$ cat src/rtl/rv32i_test_ctrl.sv
// rv32i_test_ctrl: sequences core reset and classifies each hart's first ecall as pass, fail or timeout.
module rv32i_test_ctrl #(
  parameter int NUM_HARTS = 1,
  parameter int XLEN = 32,
  parameter int RST_CYCLES = 10,
  parameter int TIMEOUT_CYCLES = 5000,
  parameter logic [XLEN-1:0] PASS_VALUE = 1,
  parameter int CNT_W = $clog2(TIMEOUT_CYCLES + 1),
  parameter int FH_W = (NUM_HARTS > 1) ? $clog2(NUM_HARTS) : 1
) (
  input  logic                      clk,
  input  logic                      rst_n,
  input  logic                      start,
  input  logic                      abort,
  input  logic [NUM_HARTS-1:0]      is_ecall,
  input  logic [NUM_HARTS*XLEN-1:0] gp_value,
  output logic                      core_rst_n,
  output logic                      busy,
  output logic                      done,
  output logic                      done_pulse,
  output logic                      pass,
  output logic                      timeout,
  output logic [NUM_HARTS-1:0]      hart_done,
  output logic [NUM_HARTS-1:0]      hart_pass,
  output logic [FH_W-1:0]           fail_hart,
  output logic [XLEN-2:0]           fail_testnum,
  output logic [CNT_W-1:0]          run_cycles
);
  localparam int RW = $clog2(RST_CYCLES + 1);
  localparam logic [1:0] IDLE = 2'd0, RESET = 2'd1, RUN = 2'd2, DONE = 2'd3;
  logic [1:0] state;
  logic [RW-1:0] rst_cnt;
  logic [NUM_HARTS-1:0][XLEN-2:0] tn, tn_new;
  logic [NUM_HARTS-1:0] hd_n, hp_n, first;
  logic all_done, tmo, relaunch;
  logic [FH_W-1:0] fh_n;
  logic [XLEN-2:0] tn_n;
  // first marks harts whose ecall is recorded this cycle; later ecalls never overwrite
  always_comb begin
    first = is_ecall & ~hart_done;
    hd_n = hart_done | is_ecall;
    hp_n = hart_pass;
    tn_new = tn;
    fh_n = '0;
    tn_n = '0;
    for (int h = 0; h < NUM_HARTS; h++) begin
      hp_n[h] = first[h] ? (gp_value[h*XLEN +: XLEN] == PASS_VALUE) : hart_pass[h];
      tn_new[h] = first[h] ? gp_value[h*XLEN+1 +: XLEN-1] : tn[h];
    end
    for (int h = NUM_HARTS - 1; h >= 0; h--) begin
      fh_n = (hd_n[h] && !hp_n[h]) ? FH_W'(h) : fh_n;
      tn_n = (hd_n[h] && !hp_n[h]) ? tn_new[h] : tn_n;
    end
    all_done = &hd_n;
    tmo = run_cycles == CNT_W'(TIMEOUT_CYCLES - 1);
    relaunch = (abort && state != IDLE) || (start && (state == IDLE || state == DONE));
  end
  always_ff @(posedge clk or negedge rst_n) begin
    if (!rst_n) begin
      state <= IDLE;
      rst_cnt <= '0;
      tn <= '0;
      core_rst_n <= 1'b0;
      busy <= 1'b0;
      done <= 1'b0;
      done_pulse <= 1'b0;
      pass <= 1'b0;
      timeout <= 1'b0;
      hart_done <= '0;
      hart_pass <= '0;
      fail_hart <= '0;
      fail_testnum <= '0;
      run_cycles <= '0;
    end else begin
      done_pulse <= 1'b0;
      if (relaunch) begin
        state <= abort ? IDLE : RESET;
        busy <= !abort;
        rst_cnt <= RW'(RST_CYCLES - 1);
        run_cycles <= abort ? run_cycles : '0;
        tn <= '0;
        core_rst_n <= 1'b0;
        done <= 1'b0;
        pass <= 1'b0;
        timeout <= 1'b0;
        hart_done <= '0;
        hart_pass <= '0;
        fail_hart <= '0;
        fail_testnum <= '0;
      end else if (state == RESET) begin
        state <= (rst_cnt == '0) ? RUN : RESET;
        core_rst_n <= rst_cnt == '0;
        rst_cnt <= (rst_cnt == '0) ? rst_cnt : rst_cnt - 1'b1;
      end else if (state == RUN) begin
        hart_done <= hd_n;
        hart_pass <= hp_n;
        tn <= tn_new;
        if (all_done || tmo) begin
          state <= DONE;
          busy <= 1'b0;
          done <= 1'b1;
          done_pulse <= 1'b1;
          timeout <= !all_done;
          pass <= all_done && (&hp_n);
          fail_hart <= fh_n;
          fail_testnum <= tn_n;
        end else begin
          run_cycles <= run_cycles + 1'b1;
        end
      end
    end
  end
endmodule

$ cat config.mk
export PLATFORM = sky130hd
export DESIGN_NAME = rv32i_test_ctrl
export DESIGN_NICKNAME = d
export VERILOG_FILES = /design/src/rtl/rv32i_test_ctrl.sv
export SDC_FILE = /design/constraint.sdc
export NUM_CORES = 1
export LEC_CHECK = 0
export CAP_MARGIN = 25
export CORE_UTILIZATION = 25
export CTS_CLUSTER_DIAMETER = 150
export CTS_CLUSTER_SIZE = 10
export DETAILED_ROUTE_END_ITERATION = 10
export MAX_ROUTING_LAYER = met4
export SLEW_MARGIN = 25
export SYNTH_ARGS = -nofsm -noshare
export SYNTH_HDL_FRONTEND = slang
export SYNTH_SLANG_ARGS = --single-unit
$ cat constraint.sdc
create_clock -name clk -period 2.3 [get_ports clk]
set_input_delay 0.69 -clock clk [delete_from_list [all_inputs] [get_ports clk]]
set_output_delay 0.69 -clock clk [all_outputs]
set_load 0.05 [all_outputs]
---- Yosys cells after proc, flatten, opt, wreduce, memory -nomap -nowiden ----
Cells that the tools add are included.
word-level totals
  register bits ........................... 90
  logic and storage cells ................. 104
cells by class
  $add $sub $neg .......................... 2
  equality and inequality tests ........... 9
  multiplexer cells ....................... 53
  bitwise operators ....................... 3
  reduce and logical (&&, ||, !) cells .... 23
operators with widths
  cell                                               count
  two-way mux 31 bit                                 9
  two-way mux 13 bit                                 5
  == test 32 x 1 -> 1 bit (second input constant)    1
  two-way mux 1 bit                                  31
  adder 13 x 1 -> 13 bit (second input constant)     1
  == test 13 bit (second input constant)             1
  two-way mux 4 bit                                  3
  two-way mux 2 bit                                  5
  inequality test 2 bit (second input constant)      4
  nonzero test 2 bit                                 4
  AND reduction 2 bit                                3
  nonzero test 3 bit                                 2
  == test 2 bit (second input constant)              2
  logical AND 1 bit                                  4
  logical NOT 4 bit                                  1
  AND reduction 4 bit                                1
  subtractor 4 x 1 -> 4 bit (second input constant)  1
  logical NOT 1 bit                                  3
  logical OR 1 bit                                   3
  AND reduction 3 bit                                1
  == test 2 x 1 -> 1 bit (second input constant)     1
  logical NOT 2 bit                                  1
  bitwise AND 1 bit                                  1
  inverter 1 bit                                     1
  OR 1 bit                                           1

---- Depth between registers and ports, before layout ----
  depth after elaboration ................. 10
  depth in mapped cells ................... 8

---- Least setup slack after synthesis ----
Ideal clock, no wire load.
  kind .................................... register to register
  from .................................... register run_cycles[0]
  to ...................................... register run_cycles[10]
  setup time .............................. 0.077 ns
  arrival ................................. 2.002 ns
  data required time ...................... 2.223 ns
  slack ................................... 0.220 ns
  stages on the path, launching flop included .. 7
  buffers on the path ..................... 0
  clock period less this slack ............ 2.080 ns
  path through ............................ dfrtp_1 > ha_1 > and4_2 > nand3_4 > o211ai_4 > or4_1 > a21oi_1
between the ends
  word-level cells in the longest chain between the ends .. 5
ends and longest elaborated chain
  item                    line  text
  start, declared         27    output logic [CNT_W-1:0] run_cycles
  start signal, assigned  80    run_cycles <= abort ? run_cycles : '0;
  start signal, assigned  108   run_cycles <= run_cycles + 1'b1;
  adder 13 x 1 -> 13 bit  108
  two-way mux 13 bit      98    if (all_done || tmo) begin
  two-way mux 13 bit      94    end else if (state == RUN) begin
  two-way mux 13 bit      90    end else if (state == RESET) begin
  two-way mux 13 bit      76    if (relaunch) begin
Several ways; a longest one is shown, not always the timed one. The select of a mux whose other input is x is not followed.
A chain may end at the register's enable or synchronous reset.

---- Worst setup path in the final report ----
  from .................................... register fail_testnum[0]
  to ...................................... output fail_testnum[0]
RTL lines
  item                    line  text
  start, declared         26    output logic [XLEN-2:0] fail_testnum,
  start signal, assigned  106   fail_testnum <= tn_n;
No word-level cell between the ends.

==> qor.txt <==
Outcome: complete, no violations
Util after Layout: 0.3627
Via Count: 4,091
Post-CTS setup buffer count: 0
CP max-delay cell: clkdlybuf4s50_1
Area growth syn-to-layout: 41.84%
Max IR drop VDD: 363.4 µV
Antenna violations before repair: 0
Most common cell after layout, fill and taps aside: nand2_1
Post-synth top flop: dfrtp_1
Cell variety after synth: 60
Setup CP Type: flop to primary output
Mapped Area: 4423 µm²
Crit end category: primary output
Commonest non-fill, non-tap cells in the layout: nand2_1 (138), dfrtp_1 (89), buf_4 (79)
Root buffer cell: clkbuf_16
TritonCTS clock tree: done
# setup viols final: 0
GP Congestion: 0.8673
Leakage power: 2.775 nW
Area leader, netlist: dfrtp_1
Syn avg cell area: 9.253 µm²
H-tree levels: 3
Power density over the cells: 824.6 nW/µm²
# DRC: 0
Maximum clock path buffer count: 2
DR pass1 iterations: 6
Fill cells: 1,747
Crit path max fanout: 2
Clock Latency Late Sink: 350 ps
Worst setup margin: 24.23 ps
DP Area: 5962 µm²
Area of the core: 17,300 µm²
Slew HR: 0.6555
Clock slew at reported path FFs: 60 ps
Top cell type's share of synthesized area: 0.5035
WHS: 258.5 ps
HPWL Detailed: 10,050 µm
DRT antenna net count: 0
#FFs+latches synth: 89
Final WL: 13,850 µm
Maxcap violations: 0
EDFF count, synth: 0
Die height: 135.0 µm
GRT Util Overall: 0.1678
Cts bufs inserted: 9
Syn nets: 521
Input/output buffers: 88
CP top delay family: buffers and inverters
Ranking of synthesized cells by area: dfrtp_1 (50%), nand2_1 (12%), a21oi_1 (7.9%)
Async SR Flop Fraction: 1.000
Die width: 135.0 µm
Sequential Area: 2227 µm²
Initial Utilization: 0.2557
Avg Vias per Cell: 4.853
Layout cell share with drive strength beyond 1: 0.2039
Largest net degree at the start of global routing: 34
Min Tclk post-route: 2276 ps
First-pass GRT wire length: 22,490 µm
RSZ-0062 raised after global routing: false
Place WS: -299.1 ps
Hold crit path type: input port to async pin
Vias in the first global route: 4,195
Crit path DAT: 1590 ps
Core Rows: 48
Starting DRT DRC Count: 295
Post-synthesis sequential area ratio: 0.5035
Fmax: 0.4394 GHz
Final hold vios: 0
IO Pins: 90
Post-Synthesis Cells: 478
Final Max Tran Viols: 0
Design area: 6274 µm²
Worst Setup Start Kind: flop
Gr ovfl total: 0
Worst Path Required: 1610 ps
Die area: 18,230 µm²
Multi-input logic area: 2017 µm²
Critical path buffers and inverters: 1
Worst-margin pin slew: 515.1 ps
Post-layout net count: 656
Crit path cell chain: clkdlybuf4s50_1
Drt wl/cell: 16.43 µm
Period utilisation layout: 0.9895
Clock sinks: 89
# diodes: 0
Largest stage delay on the critical path: 830 ps
Layout Skew: 9.288 ps
Synth warnings: 0
Post-CTS Hold Buffers: 0
==> where the power goes <==
part | internal, mW | switching (mW) | total [mW]
combinational | 0.687 | 1.11 | 1.80
clock | 0.910 | 0.662 | 1.57
sequential | 1.70 | 0.102 | 1.80
total | 3.30 | 1.87 | 5.17
==> sequential cells by signal, summed over array words and instances (netlist names) <==
signal	count
fail_testnum	31
tn	31
run_cycles	13
rst_cnt	4
state	2
busy	1
core_rst_n	1
done	1
done_pulse	1
hart_done	1
hart_pass	1
pass	1
timeout	1
==> cell type report <==
type,count,area share
Clock buffer,11,0.04029
Clock inverter,5,0.009773
Inverter,6,0.003590
Multi-Input combinational cell,354,0.3215
Sequential cell,89,0.3550
Tap cell,225,0.04487
Timing Repair Buffer,153,0.2250
==> synthesized netlist by cell type, types with 2 or more instances <==
cell type  count
nand2_1      138
dfrtp_1       89
a21oi_1       70
a22o_1        31
nor2_1        17
clkbuf_1      12
buf_2          8
nor4_1         7
ha_1           6
inv_1          6
nand2b_1       6
nand3_1        6
nor2b_1        5
a21o_1         4
buf_6          4
o21ai_0        4
a211oi_1       3
a31oi_1        3
a41o_1         3
and3_1         3
buf_1          3
nor3_1         3
a21oi_2        2
nand4_1        2
nor2_2         2
nor2_4         2
o2bb2ai_1      2
o31ai_1        2
or3_1          2
or4_1          2
xor2_1         2
==> final timing paths <==
| kind | start | end | slack, ps | depth (start not counted) |
|---|---|---|---|---|
| max reg2reg | state[0] | run_cycles[10] | 290 | 7 |
| max in group asynchronous | rst_n | run_cycles[3] | 1460 | 2 |
| min | rst_n | run_cycles[1] | 260 | 1 |
| min in group clk | tn[3] | tn[3] | 480 | 1 |
| max | fail_testnum[0] | fail_testnum[0] | 20 | 1 |
| min reg2reg | tn[3] | tn[3] | 480 | 1 |
==> cells by family after synthesis <==
kind of cell               Yosys count  synth area share
adders and majority gates            6           0.01697
and+or+nand+nor                    209            0.2240
buffers and inverters               35           0.04187
muxes                                2          0.004809
DFF                                 89            0.5035
xor gates and xnor gates             3          0.005942
other                                1         0.0008478
AOI/OAI and AO/OA                  133            0.2020
==> per-stage QoR <==
step                      std cells  total power [mW]  setup TNS (ps)
after global placement          827             3.607           -1629
final                           843             5.173               0
after CTS                       843             5.220               0
after floorplan                 478             2.897               0
after global routing            843             5.474               0
after detailed placement        827             3.644           -2599
==> layer usage <==
layer	wire length, µm	track usage	vias up
li1	-	-	1935
met1	6307	0.2134	2017
met2	6262	0.2529	117
met3	878	0.03453	22
met4	405	0.08365	0
met5	0	-	-
==> repair_timing <==
item                                    4_1_cts  5_1_grt
hold endpoints to repair                      0        0
endpoints found under the setup margin        2        0
gates resized for setup                       2        0
(Power assumes the default switching activity.)
